==> src/rtl/ucode_fetch_arbiter.sv <==
// Steers decode between the fetch stream and the microcode sequencer for MUL* ops.
// Pass-through is combinational; a MUL stalls the PC until the sequencer releases or times out.
module ucode_fetch_arbiter #(
    parameter logic [6:0]  MULI_OP  = 7'b1000000,
    parameter logic [6:0]  MULR_OP  = 7'b1000001,
    parameter logic [6:0]  MULSI_OP = 7'b1000010,
    parameter logic [6:0]  MULSR_OP = 7'b1000011,
    parameter logic [15:0] WDOG_MAX = 16'd65535
) (
    input  logic        clk,
    input  logic        rst,
    input  logic [31:0] if_instr,
    input  logic        if_valid,
    input  logic        flush,
    input  logic [31:0] uc_instr,
    input  logic        uc_mux_ctrl,
    input  logic        uc_release,
    input  logic [3:0]  uc_flags,
    output logic        start_mul,
    output logic [3:0]  mul_dest,
    output logic [3:0]  mul_src,
    output logic [3:0]  mul_rs2,
    output logic [15:0] mul_imm,
    output logic [1:0]  mul_type,
    output logic        pc_stall,
    output logic [31:0] id_instr,
    output logic        id_valid,
    output logic        flags_restore,
    output logic [3:0]  flags_restore_val,
    output logic [15:0] uc_count,
    output logic        wdog_err
);

    typedef enum logic [1:0] {
        S_IDLE   = 2'd0,
        S_LAUNCH = 2'd1,
        S_BUSY   = 2'd2,
        S_RESUME = 2'd3
    } state_t;

    localparam logic [31:0] NOP = {5'b11001, 27'b0};

    state_t      state_q, state_d;
    logic [3:0]  dest_q, dest_d;
    logic [3:0]  src_q, src_d;
    logic [3:0]  rs2_q, rs2_d;
    logic [15:0] imm_q, imm_d;
    logic [1:0]  type_q, type_d;
    logic [15:0] cnt_q, cnt_d;
    logic [15:0] wdog_q, wdog_d;
    logic        err_q, err_d;

    logic [6:0]  opcode;
    logic        is_mul;
    logic [1:0]  dec_type;
    logic [16:0] wdog_inc;

    assign opcode   = if_instr[31:25];
    assign wdog_inc = {1'b0, wdog_q} + 17'd1;

    always_comb begin
        is_mul   = 1'b1;
        dec_type = 2'd0;
        if (opcode == MULI_OP)       dec_type = 2'd0;
        else if (opcode == MULR_OP)  dec_type = 2'd1;
        else if (opcode == MULSI_OP) dec_type = 2'd2;
        else if (opcode == MULSR_OP) dec_type = 2'd3;
        else                         is_mul   = 1'b0;
    end

    always_ff @(posedge clk or posedge rst) begin
        if (rst) begin
            state_q <= S_IDLE;
            dest_q  <= 4'd0;
            src_q   <= 4'd0;
            rs2_q   <= 4'd0;
            imm_q   <= 16'd0;
            type_q  <= 2'd0;
            cnt_q   <= 16'd0;
            wdog_q  <= 16'd0;
            err_q   <= 1'b0;
        end else begin
            state_q <= state_d;
            dest_q  <= dest_d;
            src_q   <= src_d;
            rs2_q   <= rs2_d;
            imm_q   <= imm_d;
            type_q  <= type_d;
            cnt_q   <= cnt_d;
            wdog_q  <= wdog_d;
            err_q   <= err_d;
        end
    end

    always_comb begin
        state_d           = state_q;
        dest_d            = dest_q;
        src_d             = src_q;
        rs2_d             = rs2_q;
        imm_d             = imm_q;
        type_d            = type_q;
        cnt_d             = cnt_q;
        wdog_d            = wdog_q;
        err_d             = err_q;
        start_mul         = 1'b0;
        pc_stall          = 1'b0;
        id_instr          = NOP;
        id_valid          = 1'b0;
        flags_restore     = 1'b0;
        flags_restore_val = 4'd0;

        case (state_q)
            S_IDLE: begin
                if (flush) begin
                    // squashed slot: no decode, no MUL detection
                end else if (if_valid && is_mul) begin
                    dest_d   = if_instr[24:21];
                    src_d    = if_instr[20:17];
                    rs2_d    = if_instr[16:13];
                    imm_d    = if_instr[15:0];
                    type_d   = dec_type;
                    cnt_d    = 16'd0;
                    pc_stall = 1'b1;
                    state_d  = S_LAUNCH;
                end else begin
                    id_instr = if_instr;
                    id_valid = if_valid;
                end
            end
            S_LAUNCH: begin
                start_mul = 1'b1;
                pc_stall  = 1'b1;
                wdog_d    = 16'd0;
                state_d   = S_BUSY;
            end
            S_BUSY: begin
                pc_stall = 1'b1;
                wdog_d   = wdog_inc[15:0];
                if (uc_mux_ctrl) begin
                    id_instr = uc_instr;
                    id_valid = 1'b1;
                    if (cnt_q != 16'hFFFF) cnt_d = cnt_q + 16'd1;
                end
                // a release in the same cycle as the timeout still restores flags
                if (uc_release) begin
                    flags_restore     = 1'b1;
                    flags_restore_val = uc_flags;
                    state_d           = S_RESUME;
                end else if (wdog_inc >= {1'b0, WDOG_MAX}) begin
                    err_d   = 1'b1;
                    state_d = S_RESUME;
                end
            end
            S_RESUME: begin
                state_d = S_IDLE;
            end
        endcase

        if (rst) begin
            start_mul         = 1'b0;
            pc_stall          = 1'b0;
            id_valid          = 1'b0;
            flags_restore     = 1'b0;
            flags_restore_val = 4'd0;
        end
    end

    assign mul_dest = dest_q;
    assign mul_src  = src_q;
    assign mul_rs2  = rs2_q;
    assign mul_imm  = imm_q;
    assign mul_type = type_q;
    assign uc_count = cnt_q;
    assign wdog_err = err_q;

endmodule

==> config.mk <==
export PLATFORM = sky130hd
export DESIGN_NAME = ucode_fetch_arbiter
export DESIGN_NICKNAME = d
export VERILOG_FILES = /design/src/rtl/ucode_fetch_arbiter.sv
export SDC_FILE = /design/constraint.sdc
export NUM_CORES = 1
export LEC_CHECK = 0
export BUFFER_PORTS_ARGS = -buffer_cell sky130_fd_sc_hd__buf_2
export CAP_MARGIN = 10
export CORE_ASPECT_RATIO = 1.5
export CORE_MARGIN = 2
export CORE_UTILIZATION = 43
export DETAILED_ROUTE_END_ITERATION = 10
export MAX_ROUTING_LAYER = met4
export PLACE_DENSITY = 0.83
export SLEW_MARGIN = 20
export SYNTH_ARGS = -nofsm -noshare
export SYNTH_HDL_FRONTEND = slang
export SYNTH_SLANG_ARGS = --single-unit
==> constraint.sdc <==
create_clock -name clk -period 3.2 [get_ports clk]
set_clock_uncertainty 0.05 [all_clocks]
set_input_delay 0.8 -clock clk [delete_from_list [all_inputs] [get_ports clk]]
set_output_delay 0.8 -clock clk [all_outputs]
set_load 0.01 [all_outputs]
After elaboration in Yosys (flattened, before gate mapping)
Index checks and enable logic that the tools add are counted.
Storage, ports and cells
  output and inout port bits: 87
  input port bits: 74
  register bits: 65
  logic and storage cells: 76
Operators by class
  muxes and demuxes: 40
  reduce and logical (&&, ||, !) cells: 9
  eq/ne operators: 13
  magnitude comparators: 1
  $add $sub $neg: 2
  bitwise logic cells: 2
Operator list (number)
  $mux W32: 3
  $mux W16: 4
  $pmux W16 S2: 2
  $pmux W32 S2: 1
  $eq A7 B7 Y1 const B: 4
  $add A16 B1 Y17 const B: 1
  $ge A17 B16 Y1 const B: 1
  $add A16 B1 Y16 const B: 1
  $mux W1: 16
  $mux W2: 8
  $ne A16 B16 Y1 const B: 1
  $mux W4: 3
  $reduce_and A3 Y1: 3
  $ne A2 B2 Y1 const B: 4
  $pmux W2 S4: 1
  $reduce_and A5 Y1: 1
  $eq A2 B2 Y1 const B: 2
  $pmux W1 S2: 2
  $reduce_bool A2 Y1: 2
  $ne A3 B3 Y1 const B: 1
  $eq A2 B1 Y1 const B: 1
  $logic_not A2 Y1: 1
  $not A1 Y1: 2
  $reduce_or A2 Y1: 1
  $logic_and A1 B1 Y1: 1

Logic depth before layout (Yosys ltp)
Gate-level depths: netlist (run 1).
  word-level depth: 10
  mapped depth: 9
  gate-level depth less buffers: 8

Worst setup path after synthesis (run 1)
Ideal clock, no wire load.
  path type: input -> output
  start point: input rst
  end point: output flags_restore_val[0]
  stages on the path: 3
  path slack: -0.375 ns
  arrival time: 2.725 ns
  required time: 2.350 ns
  buffers on the path: 0
  cells stage by stage: inv_1 and3_1 and2_1
On the way
  longest elaborated chain between the ends: 1
Ends and longest elaborated chain
  from (decl): line 11  | input logic rst,
  $mux W4: line 159  | if (rst) begin
  to (decl): line 29  | output logic [3:0] flags_restore_val,
No other way between the ends.

Worst setup path in the final report (run 1)
  start point: input if_instr[30]
  end point: output id_instr[26]
On the way
  longest elaborated chain between the ends: 9
  elaborated cells on any way between the ends: 12
  those cells by class: eq/ne (4); mux (7); reduce/logical (1)
Ends and longest elaborated chain
  from (decl): line 12  | input logic [31:0] if_instr,
  $eq A7 B7 Y1: line 67  | else if (opcode == MULSR_OP) dec_type = 2'd3;
  $mux W1: line 67
  $mux W1: line 66  | else if (opcode == MULSI_OP) dec_type = 2'd2;
  $mux W1: line 65  | else if (opcode == MULR_OP) dec_type = 2'd1;
  $mux W1 *: line 64  | if (opcode == MULI_OP) dec_type = 2'd0;
  $logic_and A1 B1 Y1 *: line 116  | end else if (if_valid && is_mul) begin
  $mux W32 *: line 116
  $mux W32 *: line 114  | if (flush) begin
  $pmux W32 S2 *: line 112  | case (state_q)
  to (decl): line 26  | output logic [31:0] id_instr,
Mark *: on every way between the ends. The rest lies on a longest branch, timed or not.

==> results of run 1 <==
path summary, 6_finish.rpt:
check / from / end / slack, ns / cells after the start
min in group asynchronous: rst / wdog_q[14] / 0.73 / 3
max: if_instr[30] / id_instr[26] / 0.08 / 8
max reg2reg: wdog_q[1] / state_q[0] / 0.66 / 7
min reg2reg: mul_src[2] / mul_src[2] / 0.42 / 2
min: mul_src[2] / mul_src[2] / 0.42 / 2
max in group asynchronous: rst / mul_rs2[2] / 1.87 / 3
stage by stage:
step                instance area [µm²]  utilization [%]  hold WS [ns]
floorplan                          3684                -        0.4356
global placement                   4597            54.98        0.4052
detailed placement                 4597            54.98        0.4085
CTS                                4920            58.84        0.4222
global route                       4932            58.99        0.4443
finish                             4932            58.99        0.4171
worst min-delay path: cells and delay by family (launching register included):
kind,cells,cell delay [ns]
AND/OR/NAND/NOR,2,0.10
flip-flops,1,0.33
metal layers:
| layer | global-route usage [%] | wire length (µm) | vias to the layer above |
|---|---|---|---|
| met5 | - | 0 | - |
| met4 | 10.00 | 231 | 0 |
| met3 | 4.448 | 795 | 19 |
| met2 | 41.74 | 5832 | 158 |
| met1 | 25.80 | 4014 | 1765 |
| li1 | - | - | 1808 |
registers in the layout (all words and copies together) (netlist names):
name      flops
state_q       2
mul_src       4
mul_type      2
wdog_err      1
wdog_q       16
uc_count     16
mul_dest      4
mul_rs2       4
mul_imm      13
timing repair:
action | in CTS | in global routing
resized for setup | 0 | 1
setup endpoints to repair | 0 | 29
buffers inserted | 0 | 1
area by class of cell:
type	instances	area (µm²)	area share [%]
Multi-Input combinational cell	325	1962	39.78
Sequential cell	62	1551	31.46
Clock inverter	6	83.83	1.700
Tap cell	107	133.9	2.714
Timing Repair Buffer	172	903.4	18.32
Inverter	14	56.30	1.142
Clock buffer	10	239.0	4.845
Antenna cell	1	2.502	0.05074
cell usage in the layout, fill, tap and decap left out, drive strengths merged, types with 2 or more instances in the layout:
master    n
a211oi    2
a21oi     4
a22o     33
and2      5
and3      6
and4      2
buf     172
bufinv    2
clkbuf   10
clkinv    3
dfrtp    62
ha        7
inv      14
mux2i     3
nand2   118
nand2b    2
nand3    15
nand3b    2
nand4    10
nor2     31
nor2b     5
nor3      8
nor4      2
o211ai    4
o21ai    20
o22ai     2
o31ai     9
or3       3
or4       2
xnor2     7
xor2      6
logic make-up after synthesis:
family          count (synthesis)  synth area share, %
flops                          62                42.22
fa+ha+maj                       7                2.383
xor+xnor                       13                3.098
mux                             4                1.124
simple gates                  215                27.82
buf+inv                        40                4.733
compound gates                 86                18.63
power by group through the flow:
stage               clock (mW)  sequential (mW)  combinational, mW
finish                    1.06            0.951               1.28
global route              1.11            0.962               1.42
CTS                       1.07            0.950               1.28
detailed placement           0            0.963               1.28
global placement             0            0.957               1.24
floorplan                    0            0.977              0.802
==> flow_summary.ini, run 1 <==
[logic_synthesis]
synthMostInstantiatedCell = nand2_1
synth_top_cell_by_area = dfrtp_1
syn_avg_cell_area_um2 = 8.606
synth.distinct_cells = 54
syn-instance-count = 427
synth_top_area_share_pct = 42.22
netlist_area_um2 = 3675
ys_seq_area_share_pct = 42.22
synth_edf_count = 0
ys_warn_count = 0
async_flop_share_pct = 100.0
netlist_top_cells_count = 118 x nand2_1, 62 x dfrtp_1, 33 x a22o_1
yosys_most_used_dff = dfrtp_1
syn-num-nets = 508
ys_ff_latch = 62
synthTopCellsByArea = dfrtp_1 42%, nand2_1 12%, a22o_1 7.9%, nor2_1 3.1%, o21ai_0 2.7%

[sta]
fin_crit_sh_pct = 97.57
hold_viol = 0
fmax_ghz = 0.3203
tightest_slew_ns = 0.9895
rsz0062_at_grt = no
tns_ns = 0
finalSetupViolCount = 0
fin_crit_ns = 3.122
slew_violations = 0
setup_ws_ns = 0.07772
max_slew_margin_pct = 33.93

[cts]
cts_num_sinks = 62
cts_tree = yes
worstSkewPairLatency_ns = 0.33
hold_buffers = 0
htree_levels = 3
clock_tree.buffer_depth = 2
cts_root_buf = clkbuf_16
cts_buffers = 9
path_clk_slew_ns = 0.05

[setup_path]
crit_path_max_fanout = 29
crit_path_start_kind = primary input
worst-path-buf-inv = 3
max_stage_delay_ns = 0.54
end_kind = primary output
crit_type = primary input to primary output
cp_slowest_cell = or4b_4
worstPathArrival_ns = 2.27
critical-path-top-delay-family = simple AND/OR/NAND/NOR gates
crit_chain = buf_2 > or4b_4 > nor2_2 > a21o_1 > nor2_2 > buf_12 > a22o_1 > buf_2
cp_data_required_time_ns = 2.35

[power_and_ir_drop]
power.total_mw = 3.290
p_clk_share_pct = 32.1
leakage_nw = 2.638
sw_frac_of_total_pct = 36.61
irDropWorstVdd_mv = 0.2996
p_int_mw = 2.086
combPwrFrac_pct = 39.0
p_switching_mw = 1.204
power_frac_seq_pct = 28.9
p_per_area_nw_per_um2 = 667.0

[grt]
antenna_found_initial = 1
overflow = 0
grt_max_degree = 63
grt.total_usage_pct = 23.61
grt_pass1_wl_um = 16380
first_global_vias = 3480

[detailed_routing]
drc_errors = 0
via_per_inst = 5.380
initialDrtViolationCount = 186
antenna_left = 0
drt_wl_total_um = 10870
vias = 3750
wl_per_cell_um = 15.60
firstDrtPassIters = 4

[floorplanning]
fp.dieH_um = 117.2
coreArea_um2 = 8362
initial_utilization_pct = 43.95
die_w_um = 79.48
io_pins = 161
dieArea_um2 = 9317
rows = 41

[placement]
port_buffers = 160
gp_congestion = 0.9173
dp_slack_ns = 0.06058
placed_cells = 679
dp_hpwl_um = 8263

[final_layout]
nets = 665
final_layout_size_suffix_gt1_share_pct = 35.65
num-fill-cells = 723
final_cell_count_no_fill = 697
syn2layout_area_growth_pct = 34.22

[flow_run]
max_cap_violations = 0

[run_status]
status = complete, no violations

[worst_hold_path]
hold_path.class = register to register
Note: power is estimated with default switching activity, not from simulation.
==> run 2: changes to the inputs <==
--- a/config.mk
+++ b/config.mk
@@ -5,7 +5,7 @@
 export SDC_FILE = /design/constraint.sdc
 export NUM_CORES = 1
 export LEC_CHECK = 0
-export BUFFER_PORTS_ARGS = -buffer_cell sky130_fd_sc_hd__buf_2
+export BUFFER_PORTS_ARGS = -buffer_cell sky130_fd_sc_hd__buf_4
 export CAP_MARGIN = 10
 export CORE_ASPECT_RATIO = 1.5
 export CORE_MARGIN = 2
==> run 2 against run 1 <==
Via count increased by 1.8%. Routed wire length increased by 5.3%. Critical path depth unchanged. Sequential share of layout area decreased by 2.4 points. Combinational power increased by 12%. Hold slack improved by 0.0071 ns. Setup slack got worse by 0.0050 ns. Non-clock buffer count decreased by 2. Clock power about the same. Total power increased by 5.3%. Critical path type unchanged. Largest cell class unchanged. Highest routed layer unchanged.
==> flow_summary.ini, run 2 (same netlist as run 1, synthesis figures left out) <==
[sta]
hold_viol = 0
fin_crit_ns = 3.127
holdWs_ns = 0.4242
setup_ws_ns = 0.07269
fin_crit_sh_pct = 97.73
tns_ns = 0
tightest_slew_ns = 0.9785
finalSetupViolCount = 0
rsz0062_at_grt = no
slew_violations = 0
max_slew_margin_pct = 34.66
fmax_ghz = 0.3198

[final_layout]
layout_commonest_cell = buf_4
mostFrequentLayoutCells = 167 x buf_4, 118 x nand2_1, 62 x dfrtp_1
final_layout_size_suffix_gt1_share_pct = 35.26
num-fill-cells = 718
nets = 663
diodes = 0
syn2layout_area_growth_pct = 45.45

[setup_path]
crit_type = primary input to primary output
path_common_cell = buf_4
cp_slowest_cell = or4b_4
end_kind = primary output
crit_path_start_kind = primary input
crit_chain = buf_4 > or4b_4 > nor2_4 > a21o_1 > nor2_2 > buf_12 > a22o_1 > buf_4
worstPathArrival_ns = 2.28
critical-path-top-delay-family = simple AND/OR/NAND/NOR gates
cp_data_required_time_ns = 2.35
max_stage_delay_ns = 0.53
crit_path_max_fanout = 29
worst-path-buf-inv = 3

[cts]
worstSkewPairLatency_ns = 0.33
post-cts-setup-buffers = 0
hold_buffers = 0
cts_root_buf = clkbuf_16
clock_tree.buffer_depth = 2
cts_tree = yes
cts_buffers = 9
path_clk_slew_ns = 0.05
htree_levels = 3
cts_num_sinks = 62

[detailed_routing]
drt_wl_total_um = 11450
wl_per_cell_um = 16.49
vias = 3818
antenna_left = 0
via_per_inst = 5.501
initialDrtViolationCount = 201
drc_errors = 0
firstDrtPassIters = 4

[placement]
dp_hpwl_um = 8463
port_buffers = 160
gp_congestion = 0.8904
dp_slack_ns = 0.01577

[grt]
first_global_vias = 3479
grt.total_usage_pct = 24.59
antenna_found_initial = 0
grt_max_degree = 63
overflow = 0
grt_pass1_wl_um = 17080

[floorplanning]
die_w_um = 79.48
fp.dieH_um = 117.2
initial_utilization_pct = 43.95
dieArea_um2 = 9317
coreArea_um2 = 8362
io_pins = 161
rows = 41

[run_status]
status = complete, no violations

[power_and_ir_drop]
p_per_area_nw_per_um2 = 648.4
leakage_nw = 2.704
power.total_mw = 3.466
irDropWorstVdd_mv = 0.3445

[worst_hold_path]
hold_path.class = register to register

[flow_run]
max_cap_violations = 0
run 2: layer usage:
layer	vias to the layer above	GRT usage (%)	wire length, µm
li1	1796	-	-
met2	166	43.64	6069
met1	1834	26.23	4051
met4	0	10.11	248
met3	22	5.598	1074
met5	-	-	0
run 2: stage by stage:
stage	cell area, µm²	utilization (%)	instances
global route	5345	63.92	694
global placement	4990	59.67	678
finish	5345	63.92	694
detailed placement	4990	59.67	678
CTS	5330	63.74	694
floorplan	3684	-	427
run 2: path summary, 6_finish.rpt:
kind                         startpoint            to  slack [ns]  cells past startpoint
max                        if_instr[27]  id_instr[26]        0.07                      8
max reg2reg                 uc_count[0]   uc_count[5]        0.65                      7
max in group asynchronous           rst    mul_imm[0]        1.85                      3
min                          mul_rs2[3]    mul_rs2[3]        0.42                      2
min in group asynchronous           rst    wdog_q[14]        0.71                      3
min reg2reg                  mul_rs2[3]    mul_rs2[3]        0.42                      2
run 2: worst reg2reg max path: cells and delay by family, from the launching register on:
kind / cells / cell delay [ns]
fa+ha+maj: 1 / 0.26
compound gates: 1 / 0.81
simple gates: 4 / 0.67
flops: 1 / 0.47
xor+xnor: 1 / 0.18
run 2: report_power, final:
group / switching (mW) / internal, mW / total (mW)
sequential: 0.0875 / 0.868 / 0.956
clock: 0.336 / 0.744 / 1.08
combinational: 0.779 / 0.652 / 1.43
total: 1.20 / 2.26 / 3.47
run 2: cell type report:
class / count / area [µm²] / share of cell area [%]
tap: 107 / 133.9 / 2.505
inverter: 14 / 56.30 / 1.053
sequential: 62 / 1551 / 29.03
clock buffer: 13 / 270.3 / 5.056
timing repair buffer: 170 / 1296 / 24.25
multi-input combinational: 325 / 1972 / 36.89
clock inverter: 3 / 65.06 / 1.217
run 2: repair_timing:
action                                  in CTS  in global routing
endpoints found under the setup margin      30                 29
pin swaps                                    0                  1
resized for setup                            1                  4
